===== src/rtl/sequenciador_menor_distancia_pkg.sv =====
// Shared types and defaults for the nearest-template classifier.
// The sequencer FSM states and the rejected-digit code live here.
package classificacao_pkg;

  localparam int N_CLASSES_DEF = 10;
  localparam int DIST_W_DEF    = 16;

  localparam logic [3:0] DIGITO_INVALIDO = 4'd15;

  typedef enum logic [1:0] {
    IDLE,
    ISSUE,
    WAIT,
    DECIDE
  } estado_t;

endpackage


===== src/rtl/sequenciador_menor_distancia_if.sv =====
// Start/request/result bundle between capture logic, distance unit and HUD.
// The slave modport is the sequencer's view; master is the environment's.
interface sequenciador_menor_distancia_if #(
  parameter int DIST_W = 16
);
  logic              iStart;
  logic [DIST_W-1:0] iLimiar;
  logic              oReq;
  logic [3:0]        oTemplate;
  logic              iDistValid;
  logic [DIST_W-1:0] iDist;
  logic              oBusy;
  logic              oDone;
  logic [3:0]        oDigito;
  logic [DIST_W-1:0] oMenorDist;

  modport master (
    output iStart, iLimiar, iDistValid, iDist,
    input  oReq, oTemplate, oBusy, oDone, oDigito, oMenorDist
  );

  modport slave (
    input  iStart, iLimiar, iDistValid, iDist,
    output oReq, oTemplate, oBusy, oDone, oDigito, oMenorDist
  );
endinterface


===== src/rtl/sequenciador_menor_distancia_acumulador.sv =====
// Running minimum / argmin register pair. Strict less-than update, so ties
// keep the earlier (lower) index.
module acumulador_menor #(
  parameter int DIST_W = 16,
  parameter int IDX_W  = 4
) (
  input  logic              clk_i,
  input  logic              rst_ni,
  input  logic              clr_i,
  input  logic              en_i,
  input  logic [DIST_W-1:0] valor_i,
  input  logic [IDX_W-1:0]  indice_i,
  output logic [DIST_W-1:0] min_o,
  output logic [IDX_W-1:0]  argmin_o
);

  logic [DIST_W-1:0] min_q, min_d;
  logic [IDX_W-1:0]  arg_q, arg_d;

  always_comb begin
    min_d = min_q;
    arg_d = arg_q;
    if (clr_i) begin
      min_d = '1;
      arg_d = '0;
    end else if (en_i && (valor_i < min_q)) begin
      min_d = valor_i;
      arg_d = indice_i;
    end
  end

  always_ff @(posedge clk_i or negedge rst_ni) begin
    if (!rst_ni) begin
      min_q <= '1;
      arg_q <= '0;
    end else begin
      min_q <= min_d;
      arg_q <= arg_d;
    end
  end

  assign min_o    = min_q;
  assign argmin_o = arg_q;

endmodule


===== src/rtl/sequenciador_menor_distancia.sv =====
// Nearest-template classifier sequencer: walks the templates through a shared
// distance unit, keeps the argmin, and reports the digit or 15 when rejected.
module sequenciador_menor_distancia
  import classificacao_pkg::*;
#(
  parameter int N_CLASSES = N_CLASSES_DEF,  // must not exceed 15
  parameter int DIST_W    = DIST_W_DEF
) (
  input  logic                           iCLK,
  input  logic                           iRST_N,
  sequenciador_menor_distancia_if.slave  bus
);

  localparam logic [3:0] ULTIMO = 4'(N_CLASSES - 1);

  estado_t           state_q, state_d;
  logic [3:0]        idx_q, idx_d;
  logic [DIST_W-1:0] limiar_q, limiar_d;
  logic              req_q, req_d;
  logic              busy_q, busy_d;
  logic              done_q, done_d;
  logic [3:0]        digito_q, digito_d;
  logic [DIST_W-1:0] menor_q, menor_d;

  logic              acc_clr, acc_en;
  logic [DIST_W-1:0] acc_min;
  logic [3:0]        acc_arg;

  acumulador_menor #(
    .DIST_W (DIST_W),
    .IDX_W  (4)
  ) u_acc (
    .clk_i    (iCLK),
    .rst_ni   (iRST_N),
    .clr_i    (acc_clr),
    .en_i     (acc_en),
    .valor_i  (bus.iDist),
    .indice_i (idx_q),
    .min_o    (acc_min),
    .argmin_o (acc_arg)
  );

  // oReq is raised on the edge that enters ISSUE so it lines up with the state.
  always_comb begin
    state_d  = state_q;
    idx_d    = idx_q;
    limiar_d = limiar_q;
    req_d    = 1'b0;
    busy_d   = busy_q;
    done_d   = 1'b0;
    digito_d = digito_q;
    menor_d  = menor_q;
    acc_clr  = 1'b0;
    acc_en   = 1'b0;
    case (state_q)
      IDLE: begin
        if (bus.iStart) begin
          state_d  = ISSUE;
          idx_d    = 4'd0;
          limiar_d = bus.iLimiar;
          acc_clr  = 1'b1;
          req_d    = 1'b1;
          busy_d   = 1'b1;
        end
      end
      ISSUE: state_d = WAIT;
      WAIT: begin
        if (bus.iDistValid) begin
          acc_en = 1'b1;
          if (idx_q == ULTIMO) begin
            state_d = DECIDE;
          end else begin
            idx_d   = idx_q + 4'd1;
            req_d   = 1'b1;
            state_d = ISSUE;
          end
        end
      end
      DECIDE: begin
        digito_d = (acc_min <= limiar_q) ? acc_arg : DIGITO_INVALIDO;
        menor_d  = acc_min;
        done_d   = 1'b1;
        busy_d   = 1'b0;
        state_d  = IDLE;
      end
      default: state_d = IDLE;
    endcase
  end

  always_ff @(posedge iCLK or negedge iRST_N) begin
    if (!iRST_N) begin
      state_q  <= IDLE;
      idx_q    <= 4'd0;
      limiar_q <= '0;
      req_q    <= 1'b0;
      busy_q   <= 1'b0;
      done_q   <= 1'b0;
      digito_q <= DIGITO_INVALIDO;
      menor_q  <= '1;
    end else begin
      state_q  <= state_d;
      idx_q    <= idx_d;
      limiar_q <= limiar_d;
      req_q    <= req_d;
      busy_q   <= busy_d;
      done_q   <= done_d;
      digito_q <= digito_d;
      menor_q  <= menor_d;
    end
  end

  assign bus.oReq       = req_q;
  assign bus.oTemplate  = idx_q;
  assign bus.oBusy      = busy_q;
  assign bus.oDone      = done_q;
  assign bus.oDigito    = digito_q;
  assign bus.oMenorDist = menor_q;

endmodule

===== src/flat_wrapper.sv =====
// flat-port wrapper written by rule: the top's interface ports become plain ports
module sequenciador_menor_distancia_flat import classificacao_pkg::*;
#(
  parameter int N_CLASSES = N_CLASSES_DEF,                       
  parameter int DIST_W    = DIST_W_DEF
)
  (iCLK, iRST_N, bus_iStart, bus_iLimiar, bus_iDistValid, bus_iDist, bus_oReq, bus_oTemplate, bus_oBusy, bus_oDone, bus_oDigito, bus_oMenorDist);
  sequenciador_menor_distancia_if #(.DIST_W(DIST_W)) bus_i ();
  input  logic iCLK;
  input  logic iRST_N;
  input wire logic [$bits(bus_i.iStart)-1:0] bus_iStart;
  input wire logic [$bits(bus_i.iLimiar)-1:0] bus_iLimiar;
  input wire logic [$bits(bus_i.iDistValid)-1:0] bus_iDistValid;
  input wire logic [$bits(bus_i.iDist)-1:0] bus_iDist;
  output wire logic [$bits(bus_i.oReq)-1:0] bus_oReq;
  output wire logic [$bits(bus_i.oTemplate)-1:0] bus_oTemplate;
  output wire logic [$bits(bus_i.oBusy)-1:0] bus_oBusy;
  output wire logic [$bits(bus_i.oDone)-1:0] bus_oDone;
  output wire logic [$bits(bus_i.oDigito)-1:0] bus_oDigito;
  output wire logic [$bits(bus_i.oMenorDist)-1:0] bus_oMenorDist;
  assign bus_i.iStart = bus_iStart;
  assign bus_i.iLimiar = bus_iLimiar;
  assign bus_i.iDistValid = bus_iDistValid;
  assign bus_i.iDist = bus_iDist;
  assign bus_oReq = bus_i.oReq;
  assign bus_oTemplate = bus_i.oTemplate;
  assign bus_oBusy = bus_i.oBusy;
  assign bus_oDone = bus_i.oDone;
  assign bus_oDigito = bus_i.oDigito;
  assign bus_oMenorDist = bus_i.oMenorDist;
  sequenciador_menor_distancia #(.N_CLASSES(N_CLASSES), .DIST_W(DIST_W)) u_core (.iCLK(iCLK), .iRST_N(iRST_N), .bus(bus_i));
endmodule

===== config.mk =====
export PLATFORM = sky130hd
export DESIGN_NAME = sequenciador_menor_distancia_flat
export DESIGN_NICKNAME = d
export VERILOG_FILES = /design/src/rtl/sequenciador_menor_distancia_pkg.sv /design/src/rtl/sequenciador_menor_distancia_if.sv /design/src/rtl/sequenciador_menor_distancia_acumulador.sv /design/src/rtl/sequenciador_menor_distancia.sv /design/src/flat_wrapper.sv
export SDC_FILE = /design/constraint.sdc
export NUM_CORES = 1
export LEC_CHECK = 0
export CAP_MARGIN = 20
export CORE_ASPECT_RATIO = 0.75
export CORE_UTILIZATION = 55
export DETAILED_ROUTE_END_ITERATION = 10
export MAX_ROUTING_LAYER = met4
export PLACE_DENSITY = 0.89
export SYNTH_ARGS = -nofsm -noshare
export SYNTH_HDL_FRONTEND = slang
export SYNTH_SLANG_ARGS = --single-unit
export TNS_END_PERCENT = 100

===== constraint.sdc =====
create_clock -name iCLK -period 3.6 [get_ports iCLK]
set_input_delay 0.54 -clock iCLK [delete_from_list [all_inputs] [get_ports iCLK]]
set_output_delay 0.54 -clock iCLK [all_outputs]
set_load 0.05 [all_outputs]

After elaboration in Yosys (flattened, before gate mapping):

Cells that the tools add are included.

* bits in registers: 65
* memories: 0
* bits in latches: 0
* memory bits (read-only): 0
* memory bits (writable): 0
* input bits: 36

* mux-type cells: 23
* add/sub/neg operators: 1
* shift operators: 0
* equal/unequal tests: 7
* magnitude comparators: 2
* bitwise logic cells: 0
* reductions and logical operators: 9
* $mul: 0
* divide/modulo/power cells: 0

Operator list (count)
* two-way mux 16 bit: 2
* two-way mux 4 bit: 6
* less-or-equal comparator 16 bit: 1
* less-than comparator 16 bit: 1
* two-way mux 1 bit: 8
* one-hot mux 2 bit (4 select lines): 1
* one-hot mux 4 bit (2 select lines): 1
* two-way mux 2 bit: 3
* != test 2 bit (second input constant): 3
* AND reduction 2 bit: 3
* nonzero test 2 bit: 3
* adder 4 x 1 -> 4 bit (second input constant): 1
* == test 2 bit (second input constant): 2
* == test 4 bit (second input constant): 1
* one-hot mux 1 bit (2 select lines): 2
* AND reduction 4 bit: 1
* == test 2 x 1 -> 1 bit (second input constant): 1
* logical NOT 2 bit: 1
* logical AND 1 bit: 1

Logic depth before layout (Yosys ltp):

* depth after elaboration: 5
* mapped depth: 8

Cells and area by module:

From an unflattened synthesis, not the netlist that was laid out.

* cells, all modules: 334
* area, all modules: 3490.8 um^2

Modules (own cells, without submodules)
* sequenciador_menor_distancia: times used 1, seq. area each 1151.1 um^2, area an instance 2168.3 um^2, cells each 194
* acumulador_menor: times used 1, seq. area each 520.5 um^2, area an instance 1322.5 um^2, cells each 140

Worst setup path after synthesis:

No wires, ideal clock.

* path type: reg2reg
* start point: register u_core.u_acc.min_q[14], in the netlist u_core.u_acc.min_o[14]
* end point: register u_core.u_acc.arg_q[0], in the netlist u_core.u_acc.argmin_o[0]
* arrival time: 1.924 ns
* setup slack: 1.598 ns
* cell stages (with the launch flop): 9
* buffers on the path: 1
* data required time: 3.522 ns
* cell sequence: dfstp_2 -> inv_1 -> ha_1 -> nand4_1 -> nor4_1 -> a32o_1 -> buf_6 -> o21ai_0 -> a21oi_1

* cells in the longest elaborated chain, start to end: 3

Ends and longest elaborated chain
* start, declared: RTL line sequenciador_menor_distancia_acumulador.sv:17 `logic [DIST_W-1:0] min_q, min_d;`
* start signal, assigned: RTL line sequenciador_menor_distancia_acumulador.sv:37 `min_q <= min_d;`
* less-than comparator 16 bit: RTL line sequenciador_menor_distancia_acumulador.sv:26 `end else if (en_i && (valor_i < min_q)) begin`
* logical AND 1 bit: RTL line sequenciador_menor_distancia_acumulador.sv:26
* nonzero test 2 bit (no source line)
* end signal, assigned: RTL line sequenciador_menor_distancia_acumulador.sv:38 `arg_q <= arg_d;`
* end, declared: RTL line sequenciador_menor_distancia_acumulador.sv:18 `logic [IDX_W-1:0] arg_q, arg_d;`

Every way passes these cells.
A chain may end at the register's enable or synchronous reset.

Worst setup path after layout:

* start point: input bus_iDist[1]
* end point: register u_core.u_acc.min_q[11], in the netlist u_core.u_acc.min_o[11]

* cells in the longest elaborated chain, start to end: 3

Ends and longest elaborated chain
* start, declared: RTL line flat_wrapper.sv:14 `input wire logic [$bits(bus_i.iDist)-1:0] bus_iDist;`
* less-than comparator 16 bit: RTL line sequenciador_menor_distancia_acumulador.sv:26
* logical AND 1 bit: RTL line sequenciador_menor_distancia_acumulador.sv:26
* nonzero test 2 bit (no source line)

Every way passes these cells.

==> impl_metrics.csv <==
group,metric,value,unit
drt,wirelength,8460,um
sta,skew,6.03,ps
drt,viasPerCell,5.82,
power_and_ir_drop,vdd_drop_max,0.616,mV
placed_design,portBuffers,62,
clock_network,cts_resized,0,
finish,n_antenna_cell,0,
global_route,busiest_layer,"met2",
power_and_ir_drop,power_frac_seq,0.356,
sta,worstMarginPinSlew,931,ps
setup_path,worstPathMaxFanout,11,
floorplanning,die_w,92.8,um
drt,drcViolationCount,0,
clock_network,cts_setup_buffers,0,
finish,drive_above_1_share,0.142,
setup_path,cp.required,3860,ps
global_route,met2_usage,0.426,
power_and_ir_drop,comb_power_share,0.512,
placed_design,place_ws,541,ps
power_and_ir_drop,p_sw_frac,0.453,
sta,clock.fmax,0.361,GHz
global_route,grt_use_met1,0.392,
status,status,"completed",
placed_design,hpwl,6160,um
logic_synthesis,yosysWarnings,0,
clock_network,cts_tree,"built",
sta,slew_violations,0,
drt,wire_per_inst,16.7,um
clock_network,cts_max_path_buffers,2,
global_route,gr-usage-met3,0.0752,
global_route,antenna_found_initial,0,
clock_network,clock-root-buffer,"clkbuf_8",
placed_design,routabilityCongestion,0.867,
power_and_ir_drop,p_switching,1780,uW
global_route,grt_pass1_wl,14000,um
setup_path,arrival,3030,ps
sta,relSlewSlack,0.380,
sta,setup_ws,831,ps
clock_network,cts.sinks,65,
sta,setup_tns,0,ps
drt,routed-via-count,2955,
power_and_ir_drop,power.internal,2140,uW
finish,final_nets,494,
sta,hold_viol,0,
power_and_ir_drop,powerDensity,915,nW/um^2
global_route,grt_pass1_vias,2884,
logic_synthesis,yosysUniqueCellTypes,36,
logic_synthesis,ys_ff_latch,65,
global_route,grt_max_degree,48,
floorplanning,io_pins,63,
power_and_ir_drop,p_clk_frac,0.133,
worst_hold_path,hold_path.class,"primary input to async pin",
flow_run,cap_violations,0,
drt,ant_nets,0,
power_and_ir_drop,p_leak,0.00200,uW
floorplanning,start_util,0.578,
global_route,grt_overflow,0,
logic_synthesis,ys_seq_area_frac,0.491,
drt,drt_iter0_drc,203,
clock_network,cts_buffers,9,
setup_path,critPathKind,"primary input to flip-flop",
clock_network,clkLatencyLatePin,340,ps
floorplanning,rows,24,
setup_path,r2r_cells,8,
floorplanning,die_h,70.1,um
floorplanning,dieArea,6510,sq um
logic_synthesis,syn_nets,431,
sta,finalCritPeriodShare,0.769,
sta,setup_viol,0,
clock_network,cts_hold_buf,0,
logic_synthesis,postSynthAreaPerCell,9.40,sq um
finish,area_delta_synth_final,25.9,%
global_route,grt.total_usage,0.292,
clock_network,clkTransAtPathRegs,70,ps
drt,dr.pass1.iters,5,
setup_path,worstSetupEndpointType,"flip-flop",
logic_synthesis,syn-instance-count,362,
sta,rsz0062_at_grt,"false",
logic_synthesis,netlist_area,3400,sq um
sta,layout_min_cycle_time,2770,ps
setup_path,critPathLaunchType,"primary input",
floorplanning,core-area,5890,sq um
clock_network,htree_levels,3,
[area by class of cell]
class	instances	area, sq um
inverter	35	131
tap	78	97.6
clock inverter	6	35.0
multi-input combinational	244	1510
clock buffer	10	128
sequential	65	1670
fill	438	1600
timing repair buffer	70	706
[stage by stage]
step	instance area [sq um]	total power (uW)	util	std cells	hold slack, ps
CTS	4240	3890	0.720	506	390
finish	4280	3920	0.727	508	137
global route	4280	4180	0.727	508	152
detailed placement	4070	3350	0.692	490	473
floorplan	3400	2730	-	362	244
global placement	4070	3240	0.692	490	466
[cell usage in the layout (no fill, tap or decap), types with 2 or more instances in the layout]
cell type and count:
nand2_1 47, nand3_1 8, a22oi_1 4, dfrtp_1 29, a21oi_1 33, clkdlybuf4s50_1 61
nand2b_1 3, clkinv_2 4, mux2i_1 5, and3_1 4, o21ai_0 44, ha_1 33
inv_1 35, nor3_1 16, clkbuf_8 9, buf_4 6, dfstp_2 36, clkinvlp_4 2
o21ai_1 16, nand4_1 7, o211ai_1 2, nor2_1 5, nor2b_1 2
[synth_stat cells]
| master | instances | share of area |
|---|---|---|
| o21ai_0 | 44 | 0.065 |
| a21o_1 | 1 | 0.0022 |
| nor2_1 | 5 | 0.0055 |
| a32oi_1 | 1 | 0.0026 |
| nand4_1 | 7 | 0.013 |
| nor3_1 | 16 | 0.024 |
| nand3b_1 | 1 | 0.0022 |
| o22ai_1 | 1 | 0.0018 |
| a32o_1 | 1 | 0.0029 |
| and2_1 | 1 | 0.0018 |
| and3_1 | 4 | 0.0074 |
| nor4_1 | 1 | 0.0018 |
| or3_1 | 1 | 0.0018 |
| o21a_1 | 1 | 0.0022 |
| inv_1 | 35 | 0.039 |
| mux2i_1 | 5 | 0.015 |
| a2111o_1 | 1 | 0.0033 |
| a22oi_1 | 4 | 0.0088 |
| xor2_1 | 1 | 0.0026 |
| o41ai_1 | 1 | 0.0026 |
| nand2b_1 | 3 | 0.0055 |
| dfstp_2 | 36 | 0.28 |
| nor2b_1 | 2 | 0.0037 |
| buf_6 | 2 | 0.0066 |
| a21oi_1 | 33 | 0.049 |
| nand2_1 | 47 | 0.052 |
| a211oi_1 | 1 | 0.0022 |
| o211ai_1 | 2 | 0.0044 |
| clkbuf_1 | 13 | 0.014 |
| o22a_1 | 1 | 0.0026 |
| dfrtp_1 | 29 | 0.21 |
| buf_2 | 3 | 0.0044 |
| nand3_1 | 8 | 0.012 |
| and4bb_2 | 1 | 0.0037 |
| o21ai_1 | 16 | 0.024 |
| ha_1 | 33 | 0.12 |
[cells by family (layout without fill, tap and decap cells)]
family / count (synthesis) / count (layout) / synth area share
multiplexers: 5 / 5 / 0.0147
buffers and inverters: 53 / 121 / 0.0640
XOR/XNOR: 1 / 1 / 0.00257
adder cells (fa/ha/maj): 33 / 33 / 0.121
AND/OR/NAND/NOR: 97 / 97 / 0.134
flip-flops: 65 / 65 / 0.491
AO/OA/AOI/OAI: 108 / 108 / 0.172
[registers in the layout, summed over array words and instances, names as in the netlist]
register               flops
u_core.bus.oMenorDist     16
u_core.limiar_q           16
u_core.u_acc.min_o        16
u_core.bus.oDigito         4
u_core.bus.oTemplate       4
u_core.u_acc.argmin_o      4
u_core.state_q             2
u_core.bus.oBusy           1
u_core.bus.oDone           1
u_core.bus.oReq            1
[power by group through the flow]
stage	combinational (uW)	sequential, uW	clock [uW]
2_1_floorplan	941	1790	0
3_3_place_gp	1860	1380	0
3_5_place_dp	1960	1390	0
4_1_cts	1980	1390	529
5_1_grt	2200	1420	559
6_report	2000	1390	519
[critical path, cell delays in order]
cell	delay (ps)
clkdlybuf4s50_1	440
ha_1	310
a2111o_1	380
a32oi_1	780
buf_4	310
a21oi_1	90
o21ai_1	180
[routing by layer]
layer	wire length (um)	share of wire
met1	3820	0.45
met2	3840	0.45
met3	643	0.076
met4	153	0.018
met5	0	0
[final timing paths]
kind | to | startpoint | slack, ps
max reg2reg | u_core.u_acc.min_o[4] | u_core.u_acc.min_o[13] | 880
min in group iCLK | u_core.bus.oMenorDist[0] | u_core.bus.oMenorDist[0] | 480
max in group asynchronous | u_core.bus.oMenorDist[12] | iRST_N | 2600
min | u_core.limiar_q[5] | iRST_N | 140
min reg2reg | u_core.bus.oMenorDist[0] | u_core.bus.oMenorDist[0] | 480
max | u_core.u_acc.min_o[11] | bus_iDist[1] | 830
Power figures use the tool's default switching activity.
